--- config.mk ---
export PLATFORM = sky130hd
export DESIGN_NAME = mem_arbiter
export DESIGN_NICKNAME = d
export VERILOG_FILES = /design/src/rtl/mem_arbiter.sv
export SDC_FILE = /design/constraint.sdc
export NUM_CORES = 1
export LEC_CHECK = 0
export CAP_MARGIN = 20
export CORE_AREA = 2 2 130 94
export CTS_CLUSTER_SIZE = 10
export DETAILED_ROUTE_END_ITERATION = 10
export DIE_AREA = 0 0 132 96
export PLACE_DENSITY_LB_ADDON = 0.12
export SLEW_MARGIN = 20
export SYNTH_ARGS = -nofsm -noshare
export SYNTH_HDL_FRONTEND = slang
export SYNTH_SLANG_ARGS = --single-unit
--- constraint.sdc ---
create_clock -name clk -period 3.2 [get_ports clk]
set_input_delay 0.64 -clock clk [delete_from_list [all_inputs] [get_ports clk]]
set_output_delay 0.64 -clock clk [all_outputs]
set_load 0.02 [all_outputs]
--- src/rtl/mem_arbiter.sv ---
// rtl/mem_arbiter.sv - two-port (IF/DM) arbiter onto a single-port fixed-latency memory
module mem_arbiter #(
    parameter int ADDR_W  = 16,
    parameter int DATA_W  = 32,
    parameter int MEM_LAT = 2
) (
    input  logic              clk,
    input  logic              rst,
    input  logic              if_req,
    input  logic [ADDR_W-1:0] if_addr,
    output logic              if_gnt,
    output logic              if_ack,
    output logic [DATA_W-1:0] if_rdata,
    input  logic              dm_req,
    input  logic              dm_we,
    input  logic [ADDR_W-1:0] dm_addr,
    input  logic [DATA_W-1:0] dm_wdata,
    output logic              dm_gnt,
    output logic              dm_ack,
    output logic [DATA_W-1:0] dm_rdata,
    output logic              mem_en,
    output logic              mem_we,
    output logic [ADDR_W-1:0] mem_addr,
    output logic [DATA_W-1:0] mem_wdata,
    input  logic [DATA_W-1:0] mem_rdata,
    input  logic              halt,
    output logic              idle,
    output logic              stall
);

    if (MEM_LAT < 1) begin : g_bad_mem_lat
        $error("mem_arbiter: MEM_LAT must be at least 1");
    end

    localparam int CNT_W = $clog2(MEM_LAT + 1);
    localparam logic [CNT_W-1:0] CNT_LAST = CNT_W'(MEM_LAT);

    typedef enum logic [1:0] {
        S_IDLE   = 2'd0,
        S_ACCESS = 2'd1,
        S_HALTED = 2'd2
    } state_t;

    state_t             state_q, state_d;
    logic [CNT_W-1:0]   cnt_q, cnt_d;
    logic               owner_dm_q, owner_dm_d;
    logic               we_q, we_d;
    logic [ADDR_W-1:0]  addr_q, addr_d;
    logic [DATA_W-1:0]  wdata_q, wdata_d;
    logic               halt_pending_q, halt_pending_d;
    logic [1:0]         streak_q, streak_d;
    logic [DATA_W-1:0]  if_rdata_q, if_rdata_d;
    logic [DATA_W-1:0]  dm_rdata_q, dm_rdata_d;
    logic               if_ack_q, if_ack_d;
    logic               dm_ack_q, dm_ack_d;
    logic               mem_en_q, mem_en_d;
    logic               grant_ok;
    logic               dm_wins;

    // Grant decision: DM first unless IF has been starved by two DM wins in a row
    always_comb begin
        grant_ok = (state_q == S_IDLE) && !halt_pending_q && !halt && !rst;
        dm_wins  = dm_req && !((streak_q == 2'd2) && if_req);
        dm_gnt   = grant_ok && dm_wins;
        if_gnt   = grant_ok && if_req && !dm_wins;
    end

    // Next-state for the FSM, latched request, completion timing and read capture
    always_comb begin
        state_d        = state_q;
        cnt_d          = cnt_q;
        owner_dm_d     = owner_dm_q;
        we_d           = we_q;
        addr_d         = addr_q;
        wdata_d        = wdata_q;
        halt_pending_d = halt_pending_q | halt;
        streak_d       = streak_q;
        if_rdata_d     = if_rdata_q;
        dm_rdata_d     = dm_rdata_q;
        if_ack_d       = 1'b0;
        dm_ack_d       = 1'b0;
        mem_en_d       = 1'b0;
        case (state_q)
            S_IDLE: begin
                if (halt_pending_q || halt) begin
                    state_d = S_HALTED;
                end else if (dm_gnt || if_gnt) begin
                    state_d    = S_ACCESS;
                    cnt_d      = '0;
                    mem_en_d   = 1'b1;
                    owner_dm_d = dm_gnt;
                    we_d       = dm_gnt && dm_we;
                    addr_d     = dm_gnt ? dm_addr : if_addr;
                    wdata_d    = dm_gnt ? dm_wdata : '0;
                    if (if_gnt) begin
                        streak_d = 2'd0;
                    end else if (if_req && (streak_q != 2'd2)) begin
                        streak_d = streak_q + 2'd1;
                    end
                end
            end
            S_ACCESS: begin
                // cnt_q == 0 is the mem_en cycle; read data is valid MEM_LAT cycles later
                if (cnt_q == CNT_LAST) begin
                    state_d = S_IDLE;
                    if (owner_dm_q) begin
                        dm_ack_d = 1'b1;
                        if (!we_q) dm_rdata_d = mem_rdata;
                    end else begin
                        if_ack_d = 1'b1;
                        if (!we_q) if_rdata_d = mem_rdata;
                    end
                end else begin
                    cnt_d = cnt_q + CNT_W'(1);
                end
            end
            S_HALTED: state_d = S_HALTED;
            default:  state_d = S_IDLE;
        endcase
    end

    // State register; reset aborts any access in flight without ack or capture
    always_ff @(posedge clk) begin
        if (rst) begin
            state_q        <= S_IDLE;
            cnt_q          <= '0;
            owner_dm_q     <= 1'b0;
            we_q           <= 1'b0;
            addr_q         <= '0;
            wdata_q        <= '0;
            halt_pending_q <= 1'b0;
            streak_q       <= 2'd0;
            if_rdata_q     <= '0;
            dm_rdata_q     <= '0;
            if_ack_q       <= 1'b0;
            dm_ack_q       <= 1'b0;
            mem_en_q       <= 1'b0;
        end else begin
            state_q        <= state_d;
            cnt_q          <= cnt_d;
            owner_dm_q     <= owner_dm_d;
            we_q           <= we_d;
            addr_q         <= addr_d;
            wdata_q        <= wdata_d;
            halt_pending_q <= halt_pending_d;
            streak_q       <= streak_d;
            if_rdata_q     <= if_rdata_d;
            dm_rdata_q     <= dm_rdata_d;
            if_ack_q       <= if_ack_d;
            dm_ack_q       <= dm_ack_d;
            mem_en_q       <= mem_en_d;
        end
    end

    // Memory bus is forced to zero outside the single enable cycle
    always_comb begin
        mem_en    = mem_en_q;
        mem_we    = mem_en_q ? we_q    : 1'b0;
        mem_addr  = mem_en_q ? addr_q  : '0;
        mem_wdata = mem_en_q ? wdata_q : '0;
        if_ack    = if_ack_q;
        dm_ack    = dm_ack_q;
        if_rdata  = if_rdata_q;
        dm_rdata  = dm_rdata_q;
        idle      = (state_q == S_HALTED);
        stall     = (state_q == S_ACCESS) || ((state_q == S_IDLE) && (if_req || dm_req));
    end

endmodule

Word level (Yosys, flattened, before mapping)
Index checks and enable logic that the tools add are counted.
{"block": "totals", "latchBits": 0, "in_bits": 102, "ramBits": 0, "out_inout_bits": 120, "wordCells": 81, "memories": 0, "ff_bits": 124, "mem_bits_ro": 0}
{"block": "op_classes", "n_mux": 18, "addsub": 2, "multipliers": 0, "reduce_logical": 31, "n_bitwise": 7, "eq_ne": 10, "n_lt_le_gt_ge": 0, "n_shift": 0, "div_mod_pow": 0}
{"cell": "$mux W32", "n": 2}
{"cell": "$mux W16", "n": 2}
{"cell": "$mux W2", "n": 8}
{"cell": "$reduce_and A4 Y1", "n": 4}
{"cell": "$logic_and A1 B1 Y1", "n": 11}
{"cell": "$ne A2 B2 Y1 const B", "n": 4}
{"cell": "$eq A2 B2 Y1 const B", "n": 3}
{"cell": "$not A1 Y1", "n": 6}
{"cell": "$pmux W2 S3", "n": 1}
{"cell": "$reduce_or A3 Y1", "n": 2}
{"cell": "$logic_not A1 Y1", "n": 5}
{"cell": "$add A2 B1 Y2 const B", "n": 2}
{"cell": "$logic_or A1 B1 Y1", "n": 4}
{"cell": "$mux W1", "n": 4}
{"cell": "$pmux W2 S2", "n": 1}
{"cell": "$reduce_bool A2 Y1", "n": 2}
{"cell": "$ne A3 B1 Y1 const B", "n": 1}
{"cell": "$reduce_and A3 Y1", "n": 1}
{"cell": "$eq A2 B1 Y1 const B", "n": 1}
{"cell": "$logic_not A2 Y1", "n": 1}
{"cell": "$ne A2 B1 Y1 const B", "n": 1}
{"cell": "$reduce_and A2 Y1", "n": 1}
{"cell": "$or A1 B1 Y1", "n": 1}

Logic depth before layout (Yosys ltp)
{"block": "depth", "word_depth": 10, "ltp_mapped": 7, "mapped_depth_nobuf": 5}

Least setup slack after synthesis
No wires, ideal clock.
{"block": "synth_path", "path_kind": "input -> output", "from": "input port rst", "to": "output port if_gnt", "path_buffers": 1, "slack_ns": 1.054, "arrival_ns": 1.506, "required_time_ns": 2.560, "stages": 4, "cell_sequence": "buf_2 nor2_1 nand3_1 nor2_1"}
{"block": "synth_via", "elab_chain_len": 4}
{"element": "start: declaration", "line_no": "8", "source": "input logic rst,"}
{"element": "$logic_not A1 Y1", "line_no": "62", "source": "grant_ok = (state_q == S_IDLE) && !halt_pending_q && !halt && !rst;"}
{"element": "$logic_and A1 B1 Y1", "line_no": "62"}
{"element": "$logic_and A1 B1 Y1 (2 in series)", "line_no": "65", "source": "if_gnt = grant_ok && if_req && !dm_wins;"}
{"element": "end: declaration", "line_no": "11", "source": "output logic if_gnt,"}
Every way passes these cells.

Worst setup path in the final report
{"block": "layout_path", "from": "input port dm_req", "to": "output port if_gnt"}
{"block": "layout_via", "elab_chain_len": 3}
{"element": "start: declaration", "line_no": "14", "source": "input logic dm_req,"}
{"element": "$logic_and A1 B1 Y1", "line_no": "63", "source": "dm_wins = dm_req && !((streak_q == 2'd2) && if_req);"}
{"element": "$logic_not A1 Y1", "line_no": "65"}
{"element": "$logic_and A1 B1 Y1", "line_no": "65"}
Every way passes these cells.

==> flow_metrics.py <==
metrics = {
    "setup_path": {
        "critical_path_class": "input pin to output port",
        "startpoint_type": "input pin",
        "critPathSlowestCell": "clkdlybuf4s50_1",
        "worstPathRequired_ns": 2.56,
        "cp_max_fo": 19,
        "crit_path_frequent_cell": "clkdlybuf4s50_1",
        "cp_num_buf_inv": 3,
        "crit_family": "buffers and inverters",
        "arrival_ns": 2.35,
        "critPathMaxStageDelay_ns": 0.55,
        "crit_chain": "clkdlybuf4s50_1 -> a21boi_2 -> buf_4 -> nor2_1 -> clkdlybuf4s50_1",
        "worst_setup_path_end_kind": "output port",
    },
    "die": {
        "die_h_microns": 96,
        "initial_core_util": 0.448,
        "die_area_sq_um": 12700,
        "ioPinCount": 222,
        "rows": 33,
        "core_area_sq_um": 11400,
        "dieWidth_microns": 132,
    },
    "timing": {
        "drv_slew": 0,
        "rsz0062_at_grt": "false",
        "relSlewSlack": 0.433,
        "max_clock_freq_ghz": 0.334,
        "whs_ns": 0.456,
        "hold_viol": 0,
        "tns_ns": 0,
        "setup_violations": 0,
        "fin_crit_sh": 0.935,
        "skew_ns": 0.00548,
        "tightest_slew_ns": 0.851,
        "min_period_ns": 2.99,
        "fin_ws_ns": 0.208,
    },
    "global_route": {
        "grt_max_degree": 78,
        "grt_pass1_vias": 4650,
        "track_usage": 0.228,
        "grt_pass1_wl_microns": 23100,
        "grt_overflow_total": 0,
        "antenna_found_initial": 0,
    },
    "cells_and_area": {
        "layout.cells.non_filler": 915,
        "antennaDiodeCount": 0,
        "register_area_sq_um": 2480,
        "final_area_sq_um": 8010,
        "nets": 849,
        "fill_cells": 845,
        "multi_input_area_sq_um": 2310,
        "area_growth_pct": 56.4,
        "utilization": 0.700,
        "final_layout_size_suffix_gt1_frac": 0.0752,
    },
    "power": {
        "total_power_mw": 4.10,
        "p_leak_nw": 2.83,
        "ir_worst_vdd_v": 0.000383,
        "powerDensity_nw_per_um2": 512,
    },
    "yosys": {
        "avgSynthCellArea_sq_um": 9.29,
        "async_flop_share": 0,
        "synth_area_sq_um": 5120,
        "synthFlopType": "dfxtp_1",
        "ys_types": 36,
        "syn_inst": 551,
        "ys_seq_area_frac": 0.485,
        "synth_fp_nets": 655,
        "synth_edf_count": 0,
        "synthTopCellsByArea": "dfxtp_1 (48%), mux2i_1 (6.8%), a32o_1 (6.5%)",
        "yosysWarnings": 0,
        "synth-seq-cells": 124,
        "synth_top_area_frac": 0.485,
        "yosysTopAreaCell": "dfxtp_1",
    },
    "clocking": {
        "clk_path_buf_depth": 2,
        "cts_resized": 0,
        "clk_pin_slew_ns": 0.06,
        "cts_setup_buffers": 0,
        "cts_tree": "done",
        "clkLatencyLatePin_ns": 0.40,
        "root_buffer": "clkbuf_16",
        "htree_levels": 4,
        "cts-hold-fix-buffers": 0,
        "cts_buffers": 17,
        "clock-sinks": 124,
    },
    "route": {
        "routed_wirelength_microns": 14700,
        "drtPass1Iterations": 5,
        "drt_iter0_drc": 319,
        "routedWlPerCell_microns": 16.1,
        "drtAntennaViolNets": 0,
        "via_count": 4845,
        "vias_per_cell": 5.30,
        "drc": 0,
    },
    "placed_design": {
        "place_area_sq_um": 7330,
        "pre_cts_slack_ns": 0.213,
        "globalplace.congestion": 0.768,
        "hpwl_microns": 9890,
        "io_buffers": 221,
        "dp_cells": 883,
    },
    "worst_hold_path": {
        "min_path_type": "flip-flop to flip-flop",
    },
    "run_status": {
        "status": "finished, final reports clean",
    },
    "job": {
        "drv_cap": 0,
    },
}
-- layer usage --
metal  global-route usage  vias to the layer above  part of all wire
met3               0.0700                       14             0.064
met2                0.375                      186              0.47
met4               0.0743                        0             0.012
met5                    0                        -                 0
met1                0.290                     2279              0.45
li1                     -                     2366                 -
-- logic make-up after synthesis --
group | count (synthesis) | share of synthesized area
compound gates | 166 | 0.201
fa+ha+maj | 2 | 0.00489
buf+inv | 63 | 0.0652
flops | 124 | 0.485
mux | 35 | 0.0684
simple gates | 161 | 0.176
-- synthesized netlist by cell type (2+ instances only) --
cell	instances
ha_1	2
and2_1	49
dfxtp_1	124
nand2_1	20
buf_4	4
clkbuf_1	30
nor2_1	8
buf_6	8
a32o_1	33
nor2b_1	6
a21oi_1	65
clkbuf_2	6
nor3_1	2
inv_1	3
o21ai_0	64
nand3_1	65
mux2i_1	35
buf_2	8
buf_1	2
-- report_power, final --
group	internal (mW)	total, mW	switching [mW]
combinational	0.173	0.309	0.136
sequential	1.58	1.61	0.0290
clock	1.48	2.19	0.704
-- flip-flops by register name, summed over array words and instances, names as in the netlist --
name / flops
addr_q: 16
cnt_q: 2
dm_ack: 1
dm_rdata: 32
halt_pending_q: 1
if_ack: 1
if_rdata: 32
mem_en: 1
owner_dm_q: 1
state_q: 2
streak_q: 2
wdata_q: 32
we_q: 1
-- cell usage in the layout (no fill, tap or decap), types with 2 or more instances in the layout --
cell,netlist,layout
clkdlybuf4s50_1,0,220
dfxtp_1,124,123
nand3_1,65,65
a21oi_1,65,65
o21ai_0,64,64
and2_1,49,49
mux2i_1,35,35
a32o_1,33,33
nand2_1,20,20
clkbuf_16,0,17
buf_4,4,11
nor2_1,8,8
nor2b_1,6,6
bufinv_16,0,6
clkinv_4,0,4
clkinvlp_4,0,3
nor3_1,2,2
inv_1,3,2
ha_1,2,2
-- worst min-delay path, cell delays in order (launching register included) --
cell,delay (ns)
dfxtp_1,0.30
nand2_1,0.05
mux2i_1,0.05
-- final timing paths --
kind,startpoint,to,slack (ns),cells after the start
setup reg to reg,state_q[0],if_rdata[28],1.11,4
setup / recovery,dm_req,if_gnt,0.21,5
hold / removal,addr_q[9],addr_q[9],0.46,2
hold reg to reg,addr_q[9],addr_q[9],0.46,2
-- area by class of cell --
class,count,share of cell area
multi-input combinational,364,0.289
clock inverter,14,0.0303
tap,157,0.0245
sequential,124,0.310
timing repair buffer,233,0.288
clock buffer,18,0.0548
inverter,5,0.00297
No activity file was read; power rests on OpenSTA's default activity.
